**config.mk**
```make
export PLATFORM = sky130hd
export DESIGN_NAME = imem_fetch_ctrl
export DESIGN_NICKNAME = d
export VERILOG_FILES = /design/src/rtl/imem_fetch_ctrl.sv
export SDC_FILE = /design/constraint.sdc
export NUM_CORES = 1
export LEC_CHECK = 0
export ABC_AREA = 1
export BUFFER_PORTS_ARGS = -buffer_cell sky130_fd_sc_hd__buf_2
export CORE_MARGIN = 3
export CORE_UTILIZATION = 25
export CTS_CLUSTER_SIZE = 14
export DETAILED_ROUTE_END_ITERATION = 10
export RECOVER_POWER = 50
export SYNTH_ARGS = -nofsm -noshare
export SYNTH_HDL_FRONTEND = slang
export SYNTH_SLANG_ARGS = --single-unit
```
**constraint.sdc**
```tcl
create_clock -name clk -period 1.98 [get_ports clk]
set_clock_uncertainty 0.2 [all_clocks]
set_input_delay 0.198 -clock clk [delete_from_list [all_inputs] [get_ports clk]]
set_output_delay 0.198 -clock clk [all_outputs]
set_load 0.005 [all_outputs]
```
**src/rtl/imem_fetch_ctrl.sv**
```systemverilog
// Fetch sequencer for an 8-bit instruction memory: owns the PC, registers each fetched
// byte into a one-entry valid/ready buffer, and handles run/halt, branches and retire counting.
module imem_fetch_ctrl #(
  parameter int ADDR_W    = 8,
  parameter int DATA_W    = 8,
  parameter int MEM_DEPTH = 6,
  parameter int WRAP_EN   = 0
) (
  input  logic              clk,
  input  logic              reset_n,
  input  logic              start,
  input  logic              halt_req,
  input  logic              branch_valid,
  input  logic [ADDR_W-1:0] branch_target,
  output logic [ADDR_W-1:0] imem_addr,
  input  logic [DATA_W-1:0] imem_data,
  output logic [DATA_W-1:0] instr,
  output logic [ADDR_W-1:0] instr_pc,
  output logic              instr_valid,
  input  logic              instr_ready,
  output logic              running,
  output logic              halted,
  output logic              fault,
  output logic [15:0]       retired_cnt
);

  typedef enum logic [1:0] {
    ST_IDLE = 2'd0,
    ST_RUN  = 2'd1,
    ST_HALT = 2'd2
  } state_e;

  localparam logic [ADDR_W-1:0] LAST_ADDR = ADDR_W'(MEM_DEPTH - 1);
  localparam logic              WRAP      = (WRAP_EN != 0);

  state_e              state_q, state_d;
  logic [ADDR_W-1:0]   pc_q, pc_d;
  logic [DATA_W-1:0]   instr_q, instr_d;
  logic [ADDR_W-1:0]   instr_pc_q, instr_pc_d;
  logic                valid_q, valid_d;
  logic                fault_q, fault_d;
  logic [15:0]         cnt_q, cnt_d;

  logic fetch_en_s;
  logic consume_s;
  logic flush_s;

  assign fetch_en_s = (state_q == ST_RUN) && !halt_req && !branch_valid &&
                      (!valid_q || instr_ready);
  assign consume_s  = valid_q && instr_ready;
  // A branch drops the buffered instruction even when decode is ready, so it is not retired.
  assign flush_s    = (state_q == ST_RUN) && branch_valid && !halt_req;

  // Next-state, PC, buffer and counter computation.
  always_comb begin
    state_d    = state_q;
    pc_d       = pc_q;
    instr_d    = instr_q;
    instr_pc_d = instr_pc_q;
    valid_d    = valid_q;
    fault_d    = fault_q;
    cnt_d      = cnt_q;

    if (consume_s && !flush_s) begin
      cnt_d = (cnt_q == 16'hFFFF) ? cnt_q : cnt_q + 16'd1;
    end else begin
      cnt_d = cnt_q;
    end

    if (consume_s && !fetch_en_s) begin
      valid_d = 1'b0;
    end else begin
      valid_d = valid_q;
    end

    case (state_q)
      ST_IDLE, ST_HALT: begin
        if (start) begin
          state_d = ST_RUN;
          pc_d    = {ADDR_W{1'b0}};
          valid_d = 1'b0;
          fault_d = 1'b0;
        end else begin
          state_d = state_q;
        end
      end
      ST_RUN: begin
        if (halt_req) begin
          state_d = ST_HALT;
        end else if (branch_valid) begin
          valid_d = 1'b0;
          if (branch_target <= LAST_ADDR) begin
            pc_d = branch_target;
          end else begin
            fault_d = 1'b1;
            state_d = ST_HALT;
          end
        end else if (fetch_en_s) begin
          instr_d    = imem_data;
          instr_pc_d = pc_q;
          valid_d    = 1'b1;
          // Without wrap the PC parks on the last word and the sequencer stops.
          if (pc_q == LAST_ADDR) begin
            if (WRAP) begin
              pc_d = {ADDR_W{1'b0}};
            end else begin
              state_d = ST_HALT;
            end
          end else begin
            pc_d = pc_q + {{(ADDR_W-1){1'b0}}, 1'b1};
          end
        end else begin
          state_d = ST_RUN;
        end
      end
      default: begin
        state_d = ST_IDLE;
      end
    endcase
  end

  // State and datapath registers.
  always_ff @(posedge clk or negedge reset_n) begin
    if (!reset_n) begin
      state_q    <= ST_IDLE;
      pc_q       <= {ADDR_W{1'b0}};
      instr_q    <= {DATA_W{1'b0}};
      instr_pc_q <= {ADDR_W{1'b0}};
      valid_q    <= 1'b0;
      fault_q    <= 1'b0;
      cnt_q      <= 16'd0;
    end else begin
      state_q    <= state_d;
      pc_q       <= pc_d;
      instr_q    <= instr_d;
      instr_pc_q <= instr_pc_d;
      valid_q    <= valid_d;
      fault_q    <= fault_d;
      cnt_q      <= cnt_d;
    end
  end

  assign imem_addr   = pc_q;
  assign instr       = instr_q;
  assign instr_pc    = instr_pc_q;
  assign instr_valid = valid_q;
  assign running     = (state_q == ST_RUN);
  assign halted      = (state_q == ST_HALT);
  assign fault       = fault_q;
  assign retired_cnt = cnt_q;

endmodule

```
[Word-level counts from Yosys, hierarchy flattened]
Cells that the tools add are included.
Operators by class
  bitwise operators: 3
  mux-type cells: 25
  order comparisons: 1
  equal/unequal tests: 13
  reduce and logical (&&, ||, !) cells: 22
  add/sub/neg operators: 2
Operators with widths (count)
  2-to-1 mux 8 bit: 6
  adder 16 x 1 -> 16 bit, second input constant: 1
  equality test 16 bit, second input constant: 1
  one-hot mux 8 bit (2 select lines): 1
  2-to-1 mux 2 bit: 6
  2-to-1 mux 1 bit: 9
  adder 8 x 1 -> 8 bit, second input constant: 1
  equality test 8 x 3 -> 1 bit, second input constant: 1
  less-or-equal comparator 8 x 3 -> 1 bit, second input constant: 1
  logical AND 1 bit: 8
  inequality test 2 bit, second input constant: 4
  inequality test 3 x 2 -> 1 bit, second input constant: 2
  AND reduction 6 bit: 1
  logical NOT 1 bit: 5
  inequality test 5 x 4 -> 1 bit, second input constant: 1
  AND reduction 5 bit: 1
  inequality test 4 bit, second input constant: 1
  one-hot mux 1 bit (2 select lines): 2
  one-hot mux 2 bit (2 select lines): 1
  AND reduction 4 bit: 1
  inequality test 3 bit, second input constant: 1
  inverter 1 bit: 3
  AND reduction 3 bit: 1
  equality test 2 x 1 -> 1 bit, second input constant: 1
  6 further kinds: 6
Word-level totals
  output and inout port bits: 44
  bits in registers: 44

[Depth between registers and ports, before layout]
  depth after elaboration: 11
  gate-level depth with buffers: 11

[Worst setup path before layout]
Ideal clock, no wire load.
  path kind: register to register
  start: register cnt_q[1] (netlist: retired_cnt[1])
  end: register cnt_q[10] (netlist: retired_cnt[10])
  data required time: 1.664 ns
  cell stages (with the launch flop): 12
  path slack: 0.292 ns
  data arrival time: 1.372 ns
  period minus slack after synthesis: 1.688 ns
  path through: dfrtp_1 ha_1 nand3_1 inv_1 nand2_1 inv_1 nand2_1 nand2_4 inv_2 buf_6 nand2_1 nand2_1
On the way
  longest elaborated chain between the ends: 3
  elaborated cells between the ends (all ways): 4
  those cells by class: add/sub: 1; eq/ne: 1; bitwise: 1; reduce/logical: 1
RTL lines
  from (decl): RTL line 42  | logic [15:0] cnt_q, cnt_d;
  from (signal assigned): RTL line 139  | cnt_q <= cnt_d;
  branches (longest 3 deep; another with adder 16 x 1 -> 16 bit)
Parallel ways; which one is timed is not known.
A chain may end at the register's enable or synchronous reset.

[Worst setup path after layout]
  start: register cnt_q[1] (netlist: retired_cnt[1])
  end: register cnt_q[0] (netlist: retired_cnt[0])
On the way
  longest elaborated chain between the ends: 3
RTL lines
  equality test 16 bit: RTL line 65  | cnt_d = (cnt_q == 16'hFFFF) ? cnt_q : cnt_q + 16'd1;
  inverter 1 bit (no source line)
  AND reduction 2 bit (no source line)
No other way between the ends.

==> metrics <==
Root Buffer=clkbuf_8; leak pwr=1.69 nW; DR WL/cell=12.0 um; DRT iter0 DRCs=129; Crit Reg-Reg Startpoint=retired_cnt[1]$_DFFE_PN0P_; CP Capture Type=register; core area=0.00986 mm2; fraction of layout cells with a size suffix above 1=18.9%; GRT Util Overall=12.4%; detailed placement HPWL=5130 um; largest net degree at the start of global routing=26; CTS tree=yes; Vias=2475; register area share after synthesis=43.2%; post-synthesis instance total=357; Post-Place Setup Slack=0.116 ns; WHS Path Cells=5; Hold/Removal Path Class=input port to register; # port buffers=65; total grt overflow=0; top cell type's share of synthesized area=between 40% and 50%; Tcrit/Tclk final=between 90% and 100%; fin crit period=~1.8 ns; die extent in x=approximately 110 um; Area growth syn-to-layout=27.7%; first-pass GRT wire length=~12000 um; Peak VDD IR=0.000433 V; hold_sp=branch_target[5]; Async SR Flop Fraction=100%; CP startpoint kind=register; Final Routed Wirelength=6840 um; FF-to-FF path depth=9; clk slew on worst S/H paths=0.09 ns; max-slew violations=0; PnR worst setup slack=approximately 0.18 ns; dpl cells=roughly 550; cell area after layout=about 0.0033 mm2; cell taking the most area after synthesis=dfrtp_1; Req. time, crit path=1.96 ns; Critical path origin=retired_cnt[1]$_DFFE_PN0P_; outcome=complete, no violations; synth top area cells=dfrtp_1 43%, nand2_1 23%, inv_1 4.4%, nor2_1 4.4%, nand3_1 3.9%; Mapped Area=between 0.002 and 0.003 mm2; Hold Fails Final Rpt=0; FP Rows=36; CTS H-tree depth=2; DP Area=0.00302 mm2; number of buffers created by CTS=5; nets=about 460; DR vias/cell=4.33; full die area=0.0115 mm2; Synth Net Count=around 380; final setup violation count=0; initial antenna violation count=0; clk sink count=44; vias in the first global route=about 2500; ys flop type=dfrtp_1; #FFs+latches synth=44; Avg Cell Area, Syn=7.15 um2; P per Cell Area=1080 mW/mm2; Ys Warns=0; IO Pins=66; final core utilization=33.0%; Clock Latency Late Sink=0.30 ns; Slew headroom=20.8%; drt pass-1 iters=4; RePlAce Congestion=0.871; WP data arrival=1.79 ns; clock buffer depth=2; Synth cell types=25; crit path kind=register to register; most frequent cells in the layout=156 x nand2_1, 51 x buf_2, 44 x dfrtp_1; maxcap violations=0; Final TNS setup=0 ns; worst-margin pin slew=1.19 ns; Post-DRT Antenna Nets=0; number of diodes=0; commonest non-fill, non-tap cell in the layout=nand2_1; Die Y=107 um; Starting Density=25.9%; RSZ-0062 raised after global routing=false; Max Fclk=~550 MHz; Non-Filler Instances=approximately 570; Post-synth EDFFs=0; # DRC=0; Max FO, Critical Path=9
## final timing paths
check / to / slack [ns]
max: retired_cnt[0]$_DFFE_PN0P_ / 0.18
max in group asynchronous: imem_addr[7]$_DFFE_PN0P_ / 0.40
min reg2reg: instr[6]$_DFFE_PN0P_ / 0.27
min: imem_addr[5]$_DFFE_PN0P_ / 0.02
min in group asynchronous: retired_cnt[5]$_DFFE_PN0P_ / 0.47
max reg2reg: retired_cnt[0]$_DFFE_PN0P_ / 0.18
## through the flow
stage          hold slack [ns]  power, mW
2_1_floorplan           -0.298       2.22
3_3_place_gp          -0.00389       2.77
3_5_place_dp          -0.00997       2.80
4_1_cts                0.00850       3.60
5_1_grt                 0.0290       3.83
6_report                0.0162       3.52
## state kept, by name, indices dropped and copies added (netlist names)
register,flops
fault,1
state_q,2
instr,8
instr_pc,8
imem_addr,8
instr_valid,1
retired_cnt,16
## report_power, final
part,leakage [nW],internal (mW),total [mW],switching (mW)
logic,1.04,0.507,1.27,0.763
registers,0.588,1.18,1.49,0.311
clock network,0.0645,0.446,0.760,0.314
## cell usage after synthesis, types with 4 or more instances
master	n
nand2_2	4
nand3_1	20
nor2_2	4
o21ai_1	9
xnor2_1	7
nand2_1	156
inv_1	30
o21ai_0	15
nand4_1	9
nor2_1	30
dfrtp_1	44
## layer usage
metal	vias to the layer above	GRT usage, %	wire length, um
met5	-	0	0
met4	0	3.84	106
met3	11	2.59	289
met2	63	20.4	3150
met1	1125	16.4	3290
li1	1276	-	-
## timing repair
action,CTS,global route
hold buffers,11,0
endpoints found under the hold margin,29,0
setup buffers,0,2
gates resized for setup,0,1
endpoints found under the setup margin,0,12
## area by class of cell
cell class                 count  area [um2]
clock buffer                   7        96.3
clock inverter                 1        30.0
fill                        1093        6610
inverter                      33         124
multi-input combinational    274        1280
sequential                    44        1100
tap                          133         166
timing repair buffer          80         460
## worst max-delay path, cell delays in order (launching register included)
cell	delay [ns]
dfrtp_1	0.43
ha_1	0.25
nand3_1	0.13
inv_1	0.05
nand2_1	0.10
inv_1	0.05
nand2_1	0.10
nand2_4	0.07
buf_4	0.17
xor2_1	0.14
## cell families (layout without fill, tap and decap cells)
kind of cell             count (synthesis)  in the layout  synth area share, %
AO/OA/AOI/OAI                           27             27                 5.30
XOR/XNOR                                10             10                 3.43
adder cells (fa/ha/maj)                  3              3                 1.47
buffers and inverters                   39            121                 6.72
flip-flops                              44             44                 43.2
AND/OR/NAND/NOR                        234            234                 39.9
Note: power is estimated with default switching activity, not from simulation.
